==> config.mk <==
export PLATFORM = sky130hd
export DESIGN_NAME = sat_counter
export DESIGN_NICKNAME = d
export VERILOG_FILES = /design/src/rtl/sat_counter.sv
export SDC_FILE = /design/constraint.sdc
export NUM_CORES = 1
export LEC_CHECK = 0
export BUFFER_PORTS_ARGS = -buffer_cell sky130_fd_sc_hd__buf_2
export CORE_AREA = 10 10 47 49
export CTS_CLUSTER_DIAMETER = 200
export DETAILED_ROUTE_END_ITERATION = 10
export DIE_AREA = 0 0 57 59
export SKIP_LAST_GASP = 1
export SLEW_MARGIN = 20
export SYNTH_ARGS = -nofsm -noshare
export SYNTH_HDL_FRONTEND = slang
export SYNTH_SLANG_ARGS = --single-unit
==> constraint.sdc <==
create_clock -name clk -period 2.2 [get_ports clk]
set_input_delay 0.11 -clock clk [delete_from_list [all_inputs] [get_ports clk]]
set_output_delay 0.11 -clock clk [all_outputs]
set_load 0.02 [all_outputs]
==> src/rtl/sat_counter.sv <==
// Up-counter that sticks at all-ones instead of wrapping; cleared only by rst.
module sat_counter #(
    parameter int W = 8
) (
    input  logic         clk,
    input  logic         rst,
    input  logic         inc,
    output logic [W-1:0] cnt
);

    logic [W-1:0] cnt_q;
    logic [W-1:0] cnt_d;

    always_comb begin
        cnt_d = cnt_q;
        if (inc && (cnt_q != '1)) begin
            cnt_d = cnt_q + W'(1);
        end
    end

    always_ff @(posedge clk) begin
        if (rst) begin
            cnt_q <= '0;
        end else begin
            cnt_q <= cnt_d;
        end
    end

    assign cnt = cnt_q;

endmodule

==> Yosys cells after proc, flatten, opt, wreduce, memory -nomap -nowiden <==
Cells that the tools add are included.
{ "classes": {"n_bitwise": 0, "n_lt_le_gt_ge": 0, "addsub": 1, "multipliers": 0, "n_eq_ne": 1, "n_reduce_logical": 1, "muxes": 0, "div": 0, "n_shift": 0} }
{ "ops": {"columns": ["operator", "count"], "rows": [
  ["8-bit by 1-bit adder with 8-bit output, second input constant", 1],
  ["8-bit inequality test, second input constant", 1],
  ["1-bit logical AND", 1]
]} }
{ "totals": {"ff_bits": 8, "mem_bits_ro": 0, "latchBits": 0, "mem_count": 0, "output_inout_bits": 8, "ramBits": 0, "word_cells": 4} }

==> Longest topological paths before layout <==
{ "depth": {"word_depth": 2, "mapped_depth": 4, "mapped_depth_nobuf": 4} }

==> Worst setup path after synthesis <==
No wires, ideal clock.
{ "synth_path": {"path_kind": "reg-to-reg", "from": "register cnt_q[0] (netlist: cnt[0])", "to": "register cnt_q[0] (netlist: cnt[0])", "t_arrival_ns": 1.326, "synth_period_minus_slack_ns": 1.447, "path_stages_with_launch": 5, "path_buffers": 0, "path_slack_ns": 0.753, "path_cell_list": "dfxtp_1 -> ha_1 -> and3_4 -> a21boi_4 -> mux2_4"} }
{ "synth_between": {"elab_chain_len": 2} }
{ "synth_lines": {"columns": ["element", "line", "rtl"], "rows": [
  ["start, declared", "11", "logic [W-1:0] cnt_q;"],
  ["start signal, assigned", "25", "cnt_q <= cnt_d;"],
  ["parallel branches: the longest is 2 deep, another holds 8-bit by 1-bit adder with 8-bit output", null, null]
]} }
Parallel ways; which one is timed is not known.
A chain may end at the register's enable or synchronous reset.

==> Worst setup path in the final report <==
Ends and elaborated chain as after synthesis.

==> flow_metrics.env <==
export IMPL_vias=397
export IMPL_final_cell_mix="10 x buf_2, 8 x dfxtp_1, 5 x a21oi_1, 5 x nand2_1, 3 x clkbuf_4"
export IMPL_worstSetupStartpointType="register"
export IMPL_cts_root_buf="clkbuf_4"
export IMPL_tightest_slew_ns=0.274
export IMPL_syn_num_nets=50
export IMPL_p_leak_nw=0.217
export IMPL_grt_pass1_wl_um=1890
export IMPL_overflow=0
export IMPL_worst_ep_arrival_time_ns=1.57
export IMPL_syn_inst=46
export IMPL_first_pass_iters=4
export IMPL_p_total_uw=296
export IMPL_initial_core_util_pct=30.7
export IMPL_fmax_ghz=0.702
export IMPL_top_level_ports=11
export IMPL_layout_commonest_cell="buf_2"
export IMPL_postCtsSetupBuffers=0
export IMPL_timing_final_crit_share_pct=64.8
export IMPL_chipHeight_um=59
export IMPL_worstPathRequired_ns=2.35
export IMPL_worstSetupPathType="reg -> reg"
export IMPL_syn_area_um2=430
export IMPL_antenna_found_initial=0
export IMPL_synth_simple_area_share_pct=24.7
export IMPL_synth_area_leaders="dfxtp_1 37%, a21oi_1 5.8%, a21boi_4 4.4%, nand2_1 4.4%, and4_1 4.1%"
export IMPL_comb_power_share_pct=9.3
export IMPL_hold_start="rst"
export IMPL_place_gp_congestion=0.749
export IMPL_clk_pin_slew_ns=0.05
export IMPL_synth_fa_ha_area_share_pct=2.91
export IMPL_insertedDiodeCount=0
export IMPL_drive_above_1_share_pct=31.0
export IMPL_nets=64
export IMPL_netlist_area_leader_share_pct=37.2
export IMPL_die_area_mm2=0.00336
export IMPL_p_switching_uw=72.9
export IMPL_cts_sinks=8
export IMPL_fin_crit_ns=1.42
export IMPL_drt_iter0_drc=6
export IMPL_clock_latency_ns=0.26
export IMPL_hp_class="in -> reg"
export IMPL_core_mm2=0.00140
export IMPL_synth_top_family_by_area="compound AO/OA/AOI/OAI gates"
export IMPL_rows=14
export IMPL_slew_violations=0
export IMPL_hold_end="cnt[5]$_SDFFE_PP0P_"
export IMPL_drc=0
export IMPL_setup_tns_ns=0
export IMPL_maxCapViolations=0
export IMPL_die_w_um=57
export IMPL_synth_compound_area_share_pct=25.9
export IMPL_synth_area_mux_share_pct=5.81
export IMPL_hold_viol=0
export IMPL_synth_seq_cells=8
export IMPL_seq_power_share_pct=52.0
export IMPL_status="finished clean"
export IMPL_routed_wl_um=1010
export IMPL_reg2reg_to="cnt[0]$_SDFFE_PP0P_"
export IMPL_largest_register_ffs=8
export IMPL_drt_vias_per_instance=5.36
export IMPL_power_density_mw_per_mm2=579
export IMPL_rrSetupSlack_ns=0.78
export IMPL_grt_max_degree=9
export IMPL_slew_headroom_pct=81.7
export IMPL_postCtsResizedCells=0
export IMPL_cts_hold_buf=0
export IMPL_rsz0062_at_grt="no"
export IMPL_grt_pass1_vias=419
export IMPL_ys_types=25
export IMPL_p_clk_share_pct=38.8
export IMPL_vdd_ir_drop_max_mv=0.247
export IMPL_grt_use_total_pct=6.84
export IMPL_worst_slack_ns=0.775
export IMPL_switching_share_pct=24.6
export IMPL_cts_tree="done"
export IMPL_worst_path_max_fanout=6
export IMPL_end_kind="register"
export IMPL_yosys_area_share_xor_xnor_pct=0
export IMPL_area_growth_pct=18.9
export IMPL_cts_buffers=3
export IMPL_setup_viol=0
export IMPL_syn_mean_instance_area_um2=9.36
export IMPL_cts_max_path_buffers=2
export IMPL_hold_depth=2
export IMPL_place_ws_ns=0.778
export IMPL_rr_worst_depth=4
export IMPL_p_int_uw=223
export IMPL_yosysTopAreaCell="dfxtp_1"
export IMPL_rr_startpoint="cnt[0]$_SDFFE_PP0P_"
export IMPL_fin_skew_ns=0.00161
export IMPL_io_buffers=10
export IMPL_drt_antenna_violating_nets=0
export IMPL_dp_hpwl_um=769
export IMPL_post_drt_wl_per_cell_um=13.7
export IMPL_synth_warnings=0
export IMPL_seq_area_frac_synth_pct=37.2
export IMPL_ctsHtreeMaxLevel=1
-- Yosys cell counts --
library cell and count:
a211oi_1 2, a21boi_0 1, a21boi_4 1, a21oi_1 5
a311oi_1 1, a31oi_1 1, and2b_2 1, and3_4 1
and4_1 2, buf_6 1, dfxtp_1 8, ha_1 1
inv_1 1, mux2_4 1, mux2i_1 1, nand2_1 5
nand2b_1 1, nand3_1 2, nand4_1 2, nor2_1 1
nor3_1 2, o21ai_1 1, o21bai_1 2, o311a_1 1
or3_2 1
-- per-stage QoR --
| stage | hold WS (ns) | util [%] | instance area (um2) | cells |
|---|---|---|---|---|
| after global placement | 0.395 | 34.9 | 489 | 71 |
| after CTS | 0.127 | 36.5 | 512 | 74 |
| final | 0.130 | 36.5 | 512 | 74 |
| after global routing | 0.145 | 36.5 | 512 | 74 |
| after detailed placement | 0.403 | 34.9 | 489 | 71 |
| after floorplan | 0.182 | - | 430 | 46 |
-- layout make-up --
class / instances / area (um2)
Timing Repair Buffer: 10 / 50.0
Sequential cell: 8 / 160
Tap cell: 16 / 20.0
Inverter: 1 / 3.75
Fill cell: 164 / 890
Clock buffer: 3 / 22.5
Multi-Input combinational cell: 36 / 255
-- power by group through the flow --
stage	clock, mW	sequential [mW]	combinational [mW]
after floorplan	0	0.160	0.0127
after global placement	0	0.156	0.0278
after detailed placement	0	0.157	0.0279
after CTS	0.122	0.154	0.0280
after global routing	0.126	0.154	0.0312
final	0.115	0.154	0.0274
-- routing by layer --
metal	vias to the layer above	share of wire (%)	track usage, %
li1	203	-	-
met1	178	51	8.83
met2	13	42	9.46
met3	3	4.5	2.36
met4	0	2.9	4.03
met5	-	0	0
-- critical path: stages, from the launching register on --
cell      delay [ns]
dfxtp_1         0.35
ha_1            0.26
and3_4          0.22
a21boi_4        0.18
mux2_4          0.31
-- worst max path at each step --
stage                     slack, ns             endpoint                 from  cells past startpoint
after floorplan                0.75  cnt[0]$_SDFFE_PP0P_  cnt[0]$_SDFFE_PP0P_                      4
after global placement         0.81  cnt[0]$_SDFFE_PP0P_  cnt[0]$_SDFFE_PP0P_                      4
after detailed placement       0.78  cnt[0]$_SDFFE_PP0P_  cnt[0]$_SDFFE_PP0P_                      4
after CTS                      0.77  cnt[0]$_SDFFE_PP0P_  cnt[0]$_SDFFE_PP0P_                      4
after global routing           0.72  cnt[0]$_SDFFE_PP0P_  cnt[0]$_SDFFE_PP0P_                      4
final                          0.78  cnt[0]$_SDFFE_PP0P_  cnt[0]$_SDFFE_PP0P_                      4
-- kinds of logic (layout without fill, tap and decap cells) --
kind of cell | count (synthesis) | in the layout
compound gates | 15 | 15
fa+ha+maj | 1 | 1
buf+inv | 2 | 14
simple gates | 18 | 18
mux | 2 | 2
flops | 8 | 8
No activity file was read; power rests on OpenSTA's default activity.
